[config.mk]
export PLATFORM = sky130hd
export DESIGN_NAME = bitty_sequencer
export DESIGN_NICKNAME = d
export VERILOG_FILES = /design/src/rtl/bitty_sequencer.sv
export SDC_FILE = /design/constraint.sdc
export NUM_CORES = 1
export LEC_CHECK = 0
export CELL_PAD_IN_SITES_DETAIL_PLACEMENT = 1
export CELL_PAD_IN_SITES_GLOBAL_PLACEMENT = 2
export CORE_UTILIZATION = 44
export CTS_CLUSTER_DIAMETER = 30
export DETAILED_ROUTE_END_ITERATION = 8
export GPL_ROUTABILITY_DRIVEN = 0
export PLACE_DENSITY_LB_ADDON = 0.1
export SYNTH_ARGS = -nofsm -noshare
export SYNTH_HDL_FRONTEND = slang
export SYNTH_SLANG_ARGS = --single-unit
export TNS_END_PERCENT = 1
[constraint.sdc]
create_clock -name clk -period 3.8 [get_ports clk]
set_clock_uncertainty 0.15 [all_clocks]
set_input_delay 0.76 -clock clk [delete_from_list [all_inputs] [get_ports clk]]
set_output_delay 0.76 -clock clk [all_outputs]
set_load 0.05 [all_outputs]
[src/rtl/bitty_sequencer.sv]
`default_nettype none
// ==========================================================================
// bitty_sequencer : program memory + issue/wait front end for the bitty core
// Rev 1.0 -- optional watchdog enabled by macro BITTY_SEQ_TIMEOUT_EN
// ==========================================================================
module bitty_sequencer #(
   parameter int DEPTH          = 16,
   parameter int AW             = $clog2(DEPTH),
   parameter int TIMEOUT_CYCLES = 64
) (
   input  logic          clk,
   input  logic          reset,
   input  logic          load_en,
   input  logic [AW-1:0] load_addr,
   input  logic [15:0]   load_data,
   input  logic [AW:0]   prog_len,
   input  logic          start,
   input  logic          core_done,
   input  logic [15:0]   core_d_out,
   output logic          run,
   output logic [15:0]   d_instr,
   output logic [AW-1:0] pc,
   output logic [15:0]   last_result,
   output logic          result_valid,
   output logic          busy,
   output logic          finished,
   output logic          error
);

   typedef enum logic [1:0] {
      S_IDLE  = 2'd0,
      S_ISSUE = 2'd1,
      S_WAIT  = 2'd2,
      S_ERROR = 2'd3
   } state_t;

   state_t        state;
   logic [15:0]   mem [DEPTH];
   logic [AW:0]   len;
   logic [AW:0]   len_clamped;
   logic [AW-1:0] pc_next;
   logic          last_instr;
   logic          accepting;

   assign len_clamped = (prog_len > (AW+1)'(DEPTH)) ? (AW+1)'(DEPTH) : prog_len;
   assign pc_next     = pc + AW'(1);
   assign last_instr  = ({1'b0, pc} == (len - (AW+1)'(1)));

`ifdef BITTY_SEQ_TIMEOUT_EN
   localparam int WD_W = $clog2(TIMEOUT_CYCLES + 1);
   logic [WD_W-1:0] wd_cnt;
   assign accepting = (state == S_IDLE) || (state == S_ERROR);
`else
   assign accepting = (state == S_IDLE);
   assign error     = 1'b0;
   if (TIMEOUT_CYCLES < 1) begin : g_no_watchdog
   end
`endif

   // Program memory is deliberately outside the reset domain.
   always_ff @(posedge clk) begin
      if (load_en && accepting) begin
         mem[load_addr] <= load_data;
      end
   end

   always_ff @(posedge clk) begin
      if (!reset) begin
         state        <= S_IDLE;
         pc           <= '0;
         len          <= '0;
         last_result  <= '0;
         run          <= 1'b0;
         result_valid <= 1'b0;
         busy         <= 1'b0;
         finished     <= 1'b0;
         d_instr      <= '0;
`ifdef BITTY_SEQ_TIMEOUT_EN
         error        <= 1'b0;
         wd_cnt       <= '0;
`endif
      end else begin
         run          <= 1'b0;
         result_valid <= 1'b0;
         finished     <= 1'b0;
         case (state)
            S_IDLE, S_ERROR: begin
               if (start) begin
`ifdef BITTY_SEQ_TIMEOUT_EN
                  error <= 1'b0;
`endif
                  if (prog_len == '0) begin
                     finished <= 1'b1;
                     state    <= S_IDLE;
                  end else begin
                     len     <= len_clamped;
                     pc      <= '0;
                     d_instr <= mem[0];
                     run     <= 1'b1;
                     busy    <= 1'b1;
                     state   <= S_ISSUE;
                  end
               end
            end
            S_ISSUE: begin
               state <= S_WAIT;
`ifdef BITTY_SEQ_TIMEOUT_EN
               wd_cnt <= '0;
`endif
            end
            S_WAIT: begin
               if (core_done) begin
                  last_result  <= core_d_out;
                  result_valid <= 1'b1;
                  if (last_instr) begin
                     finished <= 1'b1;
                     busy     <= 1'b0;
                     state    <= S_IDLE;
                  end else begin
                     // Next issue overlaps the result_valid pulse.
                     pc      <= pc_next;
                     d_instr <= mem[pc_next];
                     run     <= 1'b1;
                     state   <= S_ISSUE;
                  end
               end
`ifdef BITTY_SEQ_TIMEOUT_EN
               else if (wd_cnt == WD_W'(TIMEOUT_CYCLES - 1)) begin
                  error <= 1'b1;
                  busy  <= 1'b0;
                  state <= S_ERROR;
               end else begin
                  wd_cnt <= wd_cnt + WD_W'(1);
               end
`endif
            end
            default: state <= S_IDLE;
         endcase
      end
   end

endmodule
`default_nettype wire

Word level (Yosys, flattened, before mapping)

Memories as Yosys holds them, arrays and structs flattened.
Cells that the tools add are included.

Reductions and logical operators: 11
Equal/unequal tests: 9
Mux-type cells: 34
$add $sub $neg: 2
Bitwise gates (word level): 1
Order comparisons: 1

Operators with widths:

| kind                  | number |
|---|---|
| $mux W16              | 4 |
| $pmux W16 S2          | 1 |
| $mux W1               | 17 |
| $mux W4               | 4 |
| $ne A2 B2 Y1 const B  | 5 |
| $reduce_and A5 Y1     | 2 |
| $pmux W4 S2           | 1 |
| $pmux W1 S2           | 3 |
| $pmux W2 S3           | 1 |
| $reduce_and A2 Y1     | 3 |
| $eq A4 B5 Y1          | 1 |
| $gt A5 B5 Y1 const B  | 1 |
| $logic_not A5 Y1      | 1 |
| $mux W5               | 1 |
| $sub A5 B1 Y5 const B | 1 |
| $add A4 B1 Y4 const B | 1 |
| $eq A2 B2 Y1 const B  | 2 |
| $mux W2               | 2 |
| $reduce_and A3 Y1     | 1 |
| $eq A2 B1 Y1 const B  | 1 |
| $logic_not A2 Y1      | 1 |
| $reduce_bool A2 Y1    | 1 |
| $reduce_or A2 Y1      | 1 |
| $logic_and A1 B1 Y1   | 1 |
| $not A1 Y1            | 1 |

RAM bits: 256
Bits in registers: 47
Output and inout bits: 41
Input bits: 46
Word-level logic and storage cells: 68
Memories: 1

Memories:

| name | words | width | read ports | clocked after memory_dff | write ports | line | source |
|---|---|---|---|---|---|---|---|
| mem  | 16    | 16    | 2          | 0                        | 1           | 38   | `logic [15:0] mem [DEPTH];` |

Logic depth before layout (Yosys ltp)

Word-level depth: 5
Depth in mapped cells: 9
Depth with buffers taken out: 7

Worst setup path before layout

OpenSTA, ideal clock, no wires.

Kind: input port to flip-flop
From: in load_addr[3]
To: mem mem[0][0] (enable)
Stages on the path: 2
Path slack: 0.913 ns
Data required time: 3.241 ns
Arrival: 2.328 ns
Buffers on the path: 0
Library setup time: 0.409 ns
Cell sequence: or3_1 -> nor3_1

RTL lines:

| what            | line | source |
|---|---|---|
| start, declared | 14   | `input logic [AW-1:0] load_addr,` |
| end, declared   | 38   |  |

No word-level cell before the write port.

Worst setup path after layout

From: reg pc[0]
To: out pc[0]

RTL lines:

| what                   | line | source |
|---|---|---|
| start, declared        | 22   | `output logic [AW-1:0] pc,` |
| start signal, assigned | 121  | `pc <= pc_next;` |

No word-level cell between the ends.

==> impl_metrics.py <==
metrics = {
    "placement": {
        "port_buffers": 85,
        "dpl_cell_area_mm2": 0.0134,
        "dp_hpwl_um": 18100,
    },
    "sta": {
        "rsz0062_at_grt": "no",
        "hold_ws_ps": 319,
        "drv_slew": 0,
        "worst_pin_slew_ps": 920,
        "period_minus_slack_ps": 3160,
        "finalHoldViolations": 0,
        "slew_headroom_pct": 38.7,
        "fin_crit_sh_pct": 83.1,
        "finalSetupViolCount": 0,
        "setup-tns-final_ps": 0,
        "max_freq_mhz": 317,
    },
    "worst_setup_path": {
        "crit_arrival_ps": 2250,
        "cp.required_ps": 2890,
        "critPathMaxStageDelay_ps": 920,
        "slowest_stage": "clkdlybuf4s50_1",
        "crit_family": "buffers and inverters",
        "endpoint_kind": "output pin",
        "worst-path-buf-inv": 2,
        "criticalPathCategory": "reg2out",
        "cp-start-kind": "flip-flop",
        "path_max_fanout": 68,
        "crit_chain": "buf_12 -> clkdlybuf4s50_1",
    },
    "clock_tree": {
        "clockBufferDepth": 3,
        "cts-root-buf": "clkbuf_16",
        "cts_buffers": 67,
        "cts.sinks": 303,
        "path_clk_slew_ps": 40,
        "cts_tree": "done",
        "cts-resized-gates": 0,
        "htree_num_levels": 3,
        "hold_buffers": 0,
        "worstSkewPairLatency_ps": 560,
        "post-cts-setup-buffer-count": 0,
    },
    "route": {
        "drt_iter0_drc": 585,
        "drc_errors": 0,
        "vias_per_cell": 5.83,
        "first_pass_iters": 5,
        "via_count": 6979,
        "avgRoutedWirePerCell_um": 26.3,
        "wl_um": 31500,
        "drtAntennaViolNets": 0,
    },
    "logic_synthesis": {
        "seq_area_frac_synth_pct": 71.9,
        "postSynthCellCount": 655,
        "ys_seq_elements": 303,
        "synth_area_mm2": 0.0120,
        "synth_edf_count": 256,
        "yosys.area.top_type": "edfxtp_1",
        "synth_area_leaders": "edfxtp_1 64%, mux4_2 12%, dfxtp_1 7.8%",
        "yosysTopAreaCellShare_pct": 64.1,
        "ys.flop_type": "edfxtp_1",
        "ys_types": 50,
        "syn_nets": 706,
        "syn_area_per_cell_um2": 18.3,
        "async_flop_share_pct": 0,
        "ys_warn_count": 0,
    },
    "power": {
        "ir_drop_mv": 0.401,
        "p_leak_uw": 0.00515,
        "power_density_mw_per_mm2": 723,
    },
    "global_routing": {
        "grt_pass1_vias": 7596,
        "antenna_found_initial": 0,
        "grt_max_degree": 69,
        "grt.total_usage_pct": 23.1,
        "gr-total-overflow": 0,
        "grt_first_pass_wirelength_um": 46800,
    },
    "finish": {
        "final_net_count": 855,
        "final_common_cell": "edfxtp_1",
        "diodes": 0,
        "drive_gt1_share_pct": 26.0,
        "syn_to_final_growth_pct": 31.0,
        "finalInstanceArea_mm2": 0.0157,
        "final_cell_mix": "256 x edfxtp_1, 84 x clkdlybuf4s50_1, 69 x clkbuf_16, 64 x mux4_2, 50 x nand2_1",
        "utilization_pct": 58.5,
    },
    "worst_hold_path": {
        "worstHoldPathType": "reg2reg",
    },
    "die": {
        "die_x_um": 167,
        "die_area_mm2": 0.0279,
        "coreArea_mm2": 0.0269,
        "io_pins": 87,
        "num_rows": 60,
        "floorplan.initialDensity_pct": 44.6,
        "die_y_um": 167,
    },
    "flow_run": {
        "drv_cap": 0,
    },
    "run_status": {
        "status": "finished, final reports clean",
    },
}
[kinds of logic after synthesis]
family	share of synthesized area, %
multiplexers	13.4
buffers and inverters	2.11
XOR/XNOR	0.511
AND/OR/NAND/NOR	4.05
AO/OA/AOI/OAI	7.45
other	0.0313
flip-flops	71.9
adder cells (fa/ha/maj)	0.521
[layout make-up]
| class | count | area [um2] |
|---|---|---|
| fill | 2378 | 11200 |
| clock inverter | 43 | 529 |
| tap | 341 | 427 |
| clock buffer | 79 | 1790 |
| sequential | 303 | 8630 |
| multi-input combinational | 307 | 3160 |
| timing repair buffer | 119 | 1150 |
| inverter | 6 | 22.5 |
[power by group]
group	internal (uW)	switching, uW	total [uW]
combinational	559	1000	1560
sequential	3800	115	3910
clock	3960	1930	5890
[metrics by stage]
step	total power, uW	std cells	setup slack [ps]
floorplan	4930	655	913
global placement	5470	1076	538
detailed placement	5530	1076	494
CTS	11500	1198	527
global route	11700	1198	481
finish	11400	1198	644
[path summary, 6_finish.rpt]
check                         startpoint                          end  slack (ps)  cells after the start
max                   pc[0]$_SDFFE_PN0P_                        pc[0]         640                      2
min          last_result[5]$_SDFFE_PN0P_  last_result[5]$_SDFFE_PN0P_         320                      2
max reg2reg        state[0]$_SDFFE_PN0P_      d_instr[7]$_SDFFE_PN0P_         810                      8
min reg2reg  last_result[5]$_SDFFE_PN0P_  last_result[5]$_SDFFE_PN0P_         320                      2
[metal layers]
metal	vias to the layer above	GRT usage (%)	part of all wire (%)
met5	-	0	0
met4	0	8.50	2.3
met3	60	5.72	7.1
met2	299	37.2	48
met1	3626	30.5	42
li1	2994	-	-
[flip-flops by register name, summed over array words and instances, names as in the netlist]
name,count
busy,1
last_result,16
pc,4
mem,256
result_valid,1
len,5
d_instr,16
run,1
state,2
finished,1
[synthesized netlist by cell type (all sizes together) (5+ instances only)]
library cell and instances:
edfxtp 256, mux4 64, nand2 50, dfxtp 47, a21boi 25, buf 20, nor2 20, clkbuf 19
mux2i 17, a32o 16, o21bai 15, o2bb2ai 15, o311a 15, nor3 7, o21ai 7, inv 6
ha 5, nand3b 5, xor2 5
[worst reg2reg max path, stage by stage, from the launching register on]
cell	delay, ps
dfxtp_1	370
inv_1	80
ha_1	220
inv_2	420
o22ai_1	220
or3_1	370
or2_1	410
buf_4	280
o311a_1	360
(Power assumes the default switching activity.)
